--- src/rtl/conv_pkg.sv ---
// conv_pkg: shared FSM state type, accumulator width and saturation helpers
package conv_pkg;
  typedef enum logic [2:0] {IDLE, LOAD, MAC, OUT, DONE} state_t;
  function automatic int acc_width(input int dw, input int n);
    return 2 * dw + $clog2(n);
  endfunction
  function automatic logic signed [63:0] saturate(input logic signed [63:0] v, input int dw);
    logic signed [63:0] hi;
    hi = (64'sd1 <<< (dw - 1)) - 64'sd1;
    return v > hi ? hi : v < -hi - 64'sd1 ? -hi - 64'sd1 : v;
  endfunction
endpackage

--- src/rtl/conv_mac_lane.sv ---
// conv_mac_lane: one signed multiply-accumulate lane with synchronous clear
module conv_mac_lane #(
  parameter int DATA_WIDTH = 8,
  parameter int AW = 20
) (
  input  logic                         clk,
  input  logic                         reset,
  input  logic                         clear,
  input  logic                         en,
  input  logic signed [DATA_WIDTH-1:0] pixel,
  input  logic signed [DATA_WIDTH-1:0] weight,
  output logic signed [AW-1:0]         acc
);
  logic signed [2*DATA_WIDTH-1:0] prod;
  assign prod = pixel * weight;
  always_ff @(posedge clk)
    if (reset || clear) acc <= '0;
    else if (en) acc <= acc + AW'(prod);
endmodule

--- src/rtl/conv_layer_par.sv ---
// conv_layer_par: P-lane convolution layer with valid/ready output; define RELU_EN to clamp negatives to 0
module conv_layer_par
  import conv_pkg::*;
#(
  parameter int DATA_WIDTH = 8,
  parameter int D = 1,
  parameter int H = 8,
  parameter int W = 8,
  parameter int F = 3,
  parameter int K = 6,
  parameter int P = 2,
  parameter int FRAC = 0
) (
  input  logic                               clk,
  input  logic                               reset,
  input  logic                               start,
  input  logic [D*H*W*DATA_WIDTH-1:0]        image,
  input  logic [K*D*F*F*DATA_WIDTH-1:0]      filters,
  output logic                               busy,
  output logic                               done,
  output logic                               out_valid,
  input  logic                               out_ready,
  output logic [P*DATA_WIDTH-1:0]            out_data,
  output logic [$clog2((K+P-1)/P):0]         out_group,
  output logic [$clog2(H):0]                 out_row,
  output logic [$clog2(H):0]                 out_col
);
  localparam int N = D * F * F;
  localparam int NI = D * H * W;
  localparam int NF = K * N;
  localparam int OH = H - F + 1;
  localparam int OW = W - F + 1;
  localparam int NG = (K + P - 1) / P;
  localparam int GW = $clog2(NG) + 1;
  localparam int RW = $clog2(H) + 1;
  localparam int MW = $clog2(N + 1);
  localparam int IW = $clog2(NI);
  localparam int FW = $clog2(NF);
  localparam int AW = acc_width(DATA_WIDTH, N);
  localparam logic [MW-1:0] M_LAST = MW'(N - 1);
  localparam logic [RW-1:0] R_LAST = RW'(OH - 1);
  localparam logic [RW-1:0] C_LAST = RW'(OW - 1);
  localparam logic [GW-1:0] G_LAST = GW'(NG - 1);
  state_t state, next;
  logic [NI*DATA_WIDTH-1:0] img_q;
  logic [NF*DATA_WIDTH-1:0] flt_q;
  logic signed [DATA_WIDTH-1:0] img_a [NI];
  logic signed [DATA_WIDTH-1:0] flt_a [NF];
  logic signed [DATA_WIDTH-1:0] wl [P][N];
  logic signed [DATA_WIDTH-1:0] sat [P];
  logic signed [DATA_WIDTH-1:0] res [P];
  logic signed [DATA_WIDTH-1:0] pixel;
  logic signed [AW-1:0] acc [P];
  logic [MW-1:0] m;
  logic [GW-1:0] grp;
  logic [RW-1:0] row, col;
  logic hs, last_pix, last_grp, clr;
  for (genvar i = 0; i < NI; i++) begin : g_img
    assign img_a[i] = img_q[(NI-1-i)*DATA_WIDTH +: DATA_WIDTH];
  end
  for (genvar i = 0; i < NF; i++) begin : g_flt
    assign flt_a[i] = flt_q[(NF-1-i)*DATA_WIDTH +: DATA_WIDTH];
  end
  assign hs = out_valid && out_ready;
  assign last_pix = row == R_LAST && col == C_LAST;
  assign last_grp = grp == G_LAST;
  assign clr = state == LOAD || (state == OUT && hs);
  assign busy = state == LOAD || state == MAC || state == OUT;
  assign done = state == DONE;
  assign out_group = grp;
  assign out_row = row;
  assign out_col = col;
  assign pixel = img_a[IW'(((int'(m) / (F * F)) * H + int'(row) + int'(m) / F % F) * W + int'(col) + int'(m) % F)];
  always_comb begin
    next = state;
    next = state == IDLE ? (start ? LOAD : IDLE) :
           state == LOAD ? MAC :
           state == MAC  ? (m == M_LAST ? OUT : MAC) :
           state == OUT  ? (!hs ? OUT : !last_pix ? MAC : last_grp ? DONE : LOAD) :
           IDLE;
  end
  always_ff @(posedge clk) state <= reset ? IDLE : next;
  always_ff @(posedge clk)
    for (int p = 0; p < P; p++)
      for (int j = 0; j < N; j++)
        if (reset) wl[p][j] <= '0;
        else if (state == LOAD) wl[p][j] <= int'(grp) * P + p < K ? flt_a[FW'((int'(grp) * P + p) * N + j)] : '0;
  for (genvar p = 0; p < P; p++) begin : g_lane
    conv_mac_lane #(.DATA_WIDTH(DATA_WIDTH), .AW(AW)) u_lane (
      .clk(clk), .reset(reset), .clear(clr), .en(state == MAC),
      .pixel(pixel), .weight(wl[p][m]), .acc(acc[p])
    );
    assign sat[p] = DATA_WIDTH'(saturate(64'(acc[p]) >>> FRAC, DATA_WIDTH));
`ifdef RELU_EN
    assign res[p] = sat[p][DATA_WIDTH-1] ? '0 : sat[p];
`else
    assign res[p] = sat[p];
`endif
  end
  always_ff @(posedge clk) begin
    if (reset) begin
      img_q <= '0;
      flt_q <= '0;
      m <= '0;
      grp <= '0;
      row <= '0;
      col <= '0;
      out_valid <= 1'b0;
      out_data <= '0;
    end else begin
      if (state == IDLE && start) begin
        img_q <= image;
        flt_q <= filters;
        grp <= '0;
        row <= '0;
        col <= '0;
      end
      m <= state == MAC ? m + 1'b1 : '0;
      if (state == OUT && !out_valid) begin
        out_valid <= 1'b1;
        for (int p = 0; p < P; p++) out_data[(P-1-p)*DATA_WIDTH +: DATA_WIDTH] <= res[p];
      end else if (hs) begin
        out_valid <= 1'b0;
        col <= col == C_LAST ? '0 : col + 1'b1;
        row <= col == C_LAST ? (row == R_LAST ? '0 : row + 1'b1) : row;
        grp <= last_pix && !last_grp ? grp + 1'b1 : grp;
      end
    end
  end
endmodule

--- config.mk ---
export PLATFORM = sky130hd
export DESIGN_NAME = conv_layer_par
export DESIGN_NICKNAME = d
export VERILOG_FILES = /design/src/rtl/conv_pkg.sv /design/src/rtl/conv_mac_lane.sv /design/src/rtl/conv_layer_par.sv
export SDC_FILE = /design/constraint.sdc
export NUM_CORES = 2
export LEC_CHECK = 0
export CAP_MARGIN = 40
export CORE_AREA = 2 2 380 382
export DETAILED_ROUTE_END_ITERATION = 10
export DIE_AREA = 0 0 382 384
export DONT_BUFFER_PORTS = 1
export HOLD_SLACK_MARGIN = 0.1
export PLACE_DENSITY_LB_ADDON = 0.2
export RECOVER_POWER = 50
export SYNTH_ARGS = -nofsm -noshare
export SYNTH_HDL_FRONTEND = slang
export SYNTH_HIERARCHICAL = 1
export SYNTH_SLANG_ARGS = --single-unit
export TNS_END_PERCENT = 100
--- constraint.sdc ---
create_clock -name clk -period 23.4 [get_ports clk]
set_clock_uncertainty 0.1 [all_clocks]
set_input_delay 7.02 -clock clk [delete_from_list [all_inputs] [get_ports clk]]
set_output_delay 7.02 -clock clk [all_outputs]
set_load 0.05 [all_outputs]
== After elaboration in Yosys (flattened, before gate mapping) ==
Memories as Yosys holds them, arrays and structs flattened.
Index checks and enable logic that the tools add are counted.
Word-level totals
  register bits: 1019
  memory bits (writable): 144
  input port bits: 948
  output and inout bits: 30
  memories kept: 1
Memory list
  wl: depth 2, bits a word 72, read ports 2, clocked after memory_dff 0, wr ports 2, RTL line conv_layer_par.sv:49  | logic signed [DATA_WIDTH-1:0] wl [P][N];
Operators by class
  $add $sub $neg: 27
  multipliers: 4
  divide/modulo/power cells: 3
  order comparisons: 26
  equal/unequal tests: 10
  multiplexer cells: 132
  bitwise operators: 39
  reduce and logical (&&, ||, !) cells: 15
Operator list (number)
  8-bit binary-select mux with 6-bit select: 19
  8-bit 2-to-1 mux: 82
  6-bit by 7-bit greater-or-equal comparator with 1-bit output, second input constant: 19
  6-bit NOT: 19
  8-bit binary-select mux with 4-bit select: 2
  6-bit by 4-bit adder with 6-bit output, second input constant: 10
  20-bit by 16-bit adder with 20-bit output: 2
  20-bit by 8-bit > comparator with 1-bit output, second input constant: 2
  20-bit by 8-bit < comparator with 1-bit output, second input constant: 2
  4-bit 2-to-1 mux: 9
  3-bit 2-to-1 mux: 11
  5-bit by 3-bit divider with 32-bit output, second input constant: 1
  32-bit by 4-bit < comparator with 1-bit output, second input constant: 1
  32-bit by 3-bit remainder unit with 32-bit output, second input constant: 1
  5-bit by 3-bit remainder unit with 32-bit output, second input constant: 1
  8-bit by 8-bit multiplier with 16-bit output: 2
  6-bit by 3-bit adder with 6-bit output, second input constant: 4
  1-bit bitwise OR: 18
  4-bit by 1-bit adder with 4-bit output, second input constant: 3
  6-bit by 2-bit adder with 6-bit output, second input constant: 2
  3-bit by 2-bit equality test with 1-bit output, second input constant: 3
  1-bit 2-to-1 mux: 9
  4-bit by 3-bit equality test with 1-bit output, second input constant: 2
  6-bit by 5-bit adder with 6-bit output: 1
  21 further kinds: 31

== Depth between registers and ports, before layout ==
  depth after elaboration: 11
  gate-level depth with buffers: 45

== By module ==
Netlist, hierarchy kept.
Modules (own cells, without submodules)
  conv_layer_par: instances 1, cells an instance 6666, area each 62546.2 µm², sequential area each 23922.9 µm²
  conv_mac_lane at g_lane[0].u_lane: instances 1, cells an instance 449, area each 4337.9 µm², sequential area each 400.4 µm²
  conv_mac_lane at g_lane[1].u_lane: instances 1, cells an instance 425, area each 4240.3 µm², sequential area each 400.4 µm²

== Worst setup path after synthesis ==
OpenSTA, ideal clock, no wires.
  path type: register to register
  start point: reg m[2]
  end point: reg g_lane[0].u_lane.acc[17]
  setup time: 120 ps
  arrival: 10870 ps
  slack: 12310 ps
  cell stages (with the launch flop): 42
  buffers on the path: 3
  period minus slack after synthesis: 11090 ps
  path through: dfxtp_1 -> buf_6 -> inv_2 -> buf_1 -> nor2_1 -> ha_1 -> a211oi_2 -> a21oi_4 -> xnor2_1 -> ha_1 -> nor2_2 -> a32oi_2 -> nor2_1 -> inv_1 -> ha_1 -> nor2_1 -> xnor2_1 -> ha_1 -> [6 not listed] -> buf_12 -> mux2i_1 -> mux2i_1 -> and2_1 -> inv_1 -> fa_1 -> inv_1 -> fa_1 -> fa_1 -> fa_1 -> fa_1 -> ha_1 -> nand2_1 -> o31a_1 -> a22o_1 -> a211oi_1 -> mux2i_1 -> o21ai_1
On the way
  cells in the longest elaborated chain, start to end: 11
  elaborated cells on any way between the ends: 16
  classes of those cells: 4 x add/sub; 1 x mul; 3 x div; 6 x mux; 2 x bitwise
RTL lines
  start: declaration: RTL line conv_layer_par.sv:54  | logic [MW-1:0] m;
  start signal: assignment: RTL line conv_layer_par.sv:118  | m <= state == MAC ? m + 1'b1 : '0;
  5-bit by 3-bit divider with 32-bit output: RTL line conv_layer_par.sv:73  | assign pixel = img_a[IW'(((int'(m) / (F * F)) * H + int'(row) + int'(m) / F % F) * W + int'(col) + int'(m) % F ...
  32-bit by 3-bit remainder unit with 32-bit output: RTL line conv_layer_par.sv:73
  3-bit adder: RTL line conv_layer_par.sv:73
  6-bit by 5-bit adder with 6-bit output: RTL line conv_layer_par.sv:73
  6-bit adder *: RTL line conv_layer_par.sv:73
  6-bit NOT (implied by the code) *: RTL line conv_layer_par.sv:73
  8-bit binary-select mux with 6-bit select *: RTL line conv_layer_par.sv:73
  8-bit 2-to-1 mux (implied by the code) * (2 in a row): RTL line conv_layer_par.sv:73
  via pixel[7]: RTL line conv_layer_par.sv:52  | logic signed [DATA_WIDTH-1:0] pixel;
  8-bit by 8-bit multiplier with 16-bit output *: RTL line conv_mac_lane.sv:15  | assign prod = pixel * weight;
  20-bit by 16-bit adder with 20-bit output *: RTL line conv_mac_lane.sv:18  | else if (en) acc <= acc + AW'(prod);
  end signal: assignment: RTL line conv_mac_lane.sv:18
  end: declaration: RTL line conv_mac_lane.sv:12  | output logic signed [AW-1:0] acc
The timed path passes the listed nets; every way through them passes the cells marked *. The select of a mux whose other input is x is not followed.
A chain may end at the register's enable or synchronous reset.

== Final worst setup path ==
  start point: in start
  end point: reg flt_q[66] (netlist: flt_a[66])
On the way
  cells in the longest elaborated chain, start to end: 1
RTL lines
  start: declaration: RTL line conv_layer_par.sv:16  | input logic start,
  1-bit logical AND: RTL line conv_layer_par.sv:111  | if (state == IDLE && start) begin
  end signal: assignment: RTL line conv_layer_par.sv:113  | flt_q <= filters;
  end: declaration: RTL line conv_layer_par.sv:46  | logic [NF*DATA_WIDTH-1:0] flt_q;
No other way between the ends.

==> Flow_metrics.wiki <==
{| class="wikitable"
! Metric !! Value
|-
| Status || complete, but fails checks
|-
| Failing checks || capacitance limit, slew limit
|-
| Sequence of cells on the critical path || nor4b_1 -> clkbuf_1 -> buf_4 -> buf_16 -> buf_4 -> nand2_1 -> a21oi_1
|-
| Netlist area before placement || 71100 um2
|-
| Post-cts gate resize count || 0
|-
| Commonest non-fill, non-tap cells in the layout || sky130_fd_sc_hd__nand2_1 (2247), sky130_fd_sc_hd__a21oi_1 (1068), sky130_fd_sc_hd__dfxtp_1 (1017), sky130_fd_sc_hd__mux4_2 (688), sky130_fd_sc_hd__nor2_1 (228)
|-
| Routing layer with the top usage in global route || met2
|-
| Number of antenna violations at the first check in global routing || 49
|-
| Unique masters post-synth || 85
|-
| Final wirelength || ~280000 um
|-
| Number of filler instances in the final layout || 13072
|-
| Clock buffer depth || 3
|-
| Met2 GRT Util || 0.581
|-
| Library cell occupying the most area in the post-synthesis netlist || sky130_fd_sc_hd__dfxtp_1
|-
| Cell family with most CP delay || buffers and inverters
|-
| Slew @ Worst Pin || 7210 ps
|-
| Met3 capacity usage during global routing || 0.102
|-
| Clock latency of the later-clocked register in the worst-skew pair || 820 ps
|-
| Layout Utilization || 0.540
|-
| Critical path buffers and inverters || 4
|-
| Kind of capture point of the worst setup path || register
|-
| Hold WC Path Type || reg -> reg
|-
| Clock period minus worst slack || 14400 ps
|-
| Met1 Usage GRT || 0.488
|-
| Die height || 384 um
|-
| Number of flops mapped to enable cells by yosys || around 140
|-
| Core area || 143000 um2
|-
| Register Area || 24700 um2
|-
| Vias in the first global route || about 56000
|-
| Arithmetic-cell share of the synthesized area counting full adders, half adders and majority gates || 0.0717
|-
| Setup repair after global routing missed its margin || false
|-
| Cell with the largest stage delay on the worst path || sky130_fd_sc_hd__clkbuf_1
|-
| Area of the die || around 150000 um2
|-
| Avg Vias per Cell || 6.56
|-
| First-pass GRT wire length || between 300000 and 400000 um
|-
| Starting utilization of the core area || 0.498
|-
| Post-synthesis sequential element count || around 1200
|-
| Cell count after synthesis || 7540
|-
| Mean Syn Cell Area || 9.43 um2
|-
| Global-route usage over all layers || 0.378
|-
| Post-CTS Hold Fix Bufs || 0
|-
| TritonCTS sink count || 1163
|-
| Die W || 382 um
|-
| Buffers inserted by post-CTS timing repair || 0
|-
| TritonCTS clock tree || done
|-
| Total count of hold-check failures in the final report || 0
|-
| Post-DP HPWL || 218000 um
|-
| Multi-input gate area in the final layout || 43200 um2
|-
| Cell seen most often among critical-path stages || sky130_fd_sc_hd__buf_4
|-
| Number of violations of the max-capacitance limit || 9
|-
| Worst max-slew margin expressed relative to the limit || -3.81
|-
| Global route total overflow || 0
|-
| Post-synth net total || around 9000
|-
| Area overhead of the layout relative to synthesis || 8.40%
|-
| Critical path start-end classification || in -> reg
|-
| Async set or reset register ratio after synthesis || 0
|-
| Largest family of logic cells by synthesized area || multiplexers
|-
| Biggest area contributors in the synthesized netlist || sky130_fd_sc_hd__dfxtp_1 (29%), sky130_fd_sc_hd__mux4_2 (22%), sky130_fd_sc_hd__nand2_1 (12%), sky130_fd_sc_hd__a21oi_1 (7.5%), sky130_fd_sc_hd__edfxtp_1 (6.1%)
|-
| Max-slew violations || 785
|-
| Top FF cell, synth || sky130_fd_sc_hd__dfxtp_1
|-
| Number of DRC violations after detailed-routing iteration 0 || 8685
|-
| Proportion of netlist area held by the largest area contributor || 0.287
|-
| Mux share of post-synthesis cell area || 0.248
|-
| Delay contributed by the slowest stage of the critical path || 4610 ps
|-
| Top-level port count || 978
|-
| Antenna-violating nets left || 0
|-
| Avg WL per Cell || slightly above 30 um
|-
| Endpoints failing setup || 0
|-
| Maximum number of pins on one net before global-route repair || 983
|-
| Clock-pin slew reported for the worst setup and hold paths after clock tree synthesis || 60 ps
|-
| Final Wtd Congestion || 1.01
|-
| Register area share after synthesis || 0.348
|-
| Worst EP required || ~24000 ps
|-
| Maximum fanout along the worst path || between 150 and 200
|-
| Deepest level of the CTS H-tree || 4
|-
| Kind of start point of the critical path || input port
|-
| Area fraction in and, or, nand and nor cells after synthesis || 0.156
|-
| Highest clock rate || 69.4 MHz
|-
| Worst VDD drop || 0.0664 mV
|-
| Site row count || 139
|-
| Post-synthesis xor/xnor area fraction || 0.00853
|-
| DRT Pass-1 Iters || 9
|-
| NumNets Final || 8429
|-
| Fraction of layout cells with a size suffix above 1 || 0.154
|-
| Total power divided by cell area || 71.0 nW/um2
|-
| Lkg Pwr || ~28 nW
|-
| Clock buffers created by TritonCTS || 134
|-
| DR DRC count || 0
|-
| Most common cell after layout, fill and taps aside || sky130_fd_sc_hd__nand2_1
|-
| Number of buffers added on ports || 0
|-
| Root buffer selected by CTS || sky130_fd_sc_hd__clkbuf_16
|-
| Synthesis warning total || 6
|-
| Share of the cycle needed by the critical path after routing || 0.616
|-
| Vias after detailed routing || ~60000
|-
| Post-synthesis compound-gate area fraction || 0.121
|-
| Sum of negative setup slack || 0 ps
|-
| Data arrival time of the critical path || 15020 ps
|}
[kinds of logic (layout without fill, tap and decap cells)]
| kind of cell | Yosys count | in the layout |
|---|---|---|
| and+or+nand+nor | 2757 | 2757 |
| DFF | 1163 | 1163 |
| AOI/OAI and AO/OA | 1529 | 1529 |
| other | 0 | 37 |
| muxes | 897 | 897 |
| buffers and inverters | 831 | 578 |
| adders and majority gates | 300 | 300 |
| xor gates and xnor gates | 63 | 63 |
[cells in the mapped netlist, drive strengths merged (10+ instances only)]
library cell and instances:
a22oi 35, a211oi 38, xor2 18, mux2i 173, o311ai 16, o221ai 17
mux2 36, nand2b 19, and3 38, dfxtp 1019, nor3 12, nor3b 18
clkbuf 452, buf 176, o211ai 71, xnor2 44, a31o 10, o21ai 170
a311oi 51, nand3 37, inv 201, ha 121, nor2b 30, nor4 10
edfxtp 144, mux4 688, nand2 2248, a21oi 1071, fa 179, and2 77
nor2 230
[power breakdown]
| group | leakage (nW) | internal (mW) | switching, mW |
|---|---|---|---|
| combinational | 15.4 | 0.374 | 0.583 |
| sequential | 9.87 | 2.16 | 0.152 |
| clock | 2.28 | 1.28 | 0.931 |
| total | 27.5 | 3.81 | 1.67 |
[tightest hold or removal path, cell delays in order (launching register included)]
cell,delay [ps]
sky130_fd_sc_hd__dfxtp_1,310
sky130_fd_sc_hd__nand2_1,50
sky130_fd_sc_hd__a21oi_1,50
[state kept, by name (all words and copies together) (netlist names), 3 cells and up]
register / flops
flt_a: 432
m: 4
img_a: 512
g_lane.u_lane/acc: 40
out_data: 16
out_group: 3
out_row: 4
out_col: 4
state: 3
wl: 144
[path summary, 6_finish.rpt]
path	start	to	slack, ps	depth (start not counted)
min	img_a[333]	img_a[333]	350	2
min reg2reg	img_a[333]	img_a[333]	350	2
max reg2reg	m[0]	g_lane[0].u_lane/acc[17]	11050	37
max	start	flt_a[66]	9000	7
[per-stage QoR]
stage	instances	area [um2]	worst slack (ps)	hold WS, ps	total power [mW]
after detailed placement	8944	72500	11000	344	3.26
after global placement	8911	71900	11090	338	3.22
final	9227	77100	9000	352	5.48
after global routing	9216	77100	8400	365	5.67
after CTS	9186	77100	11000	352	5.44
after floorplan	7540	71100	12310	333	2.95
[final cells by class]
type	count	share of cell area
Multi-Input combinational cell	5546	0.561
Sequential cell	1163	0.321
Clock buffer	179	0.0491
Tap cell	1903	0.0309
Timing Repair Buffer	133	0.0162
Clock inverter	63	0.0111
Inverter	203	0.00988
Antenna cell	37	0.00120
[per-layer routing]
metal / part of all wire / vias up
met3: 0.11 / 735
met5: 0.0014 / -
met2: 0.45 / 3743
li1: - / 25981
met4: 0.061 / 32
met1: 0.38 / 30057
Power figures use the tool's default switching activity.
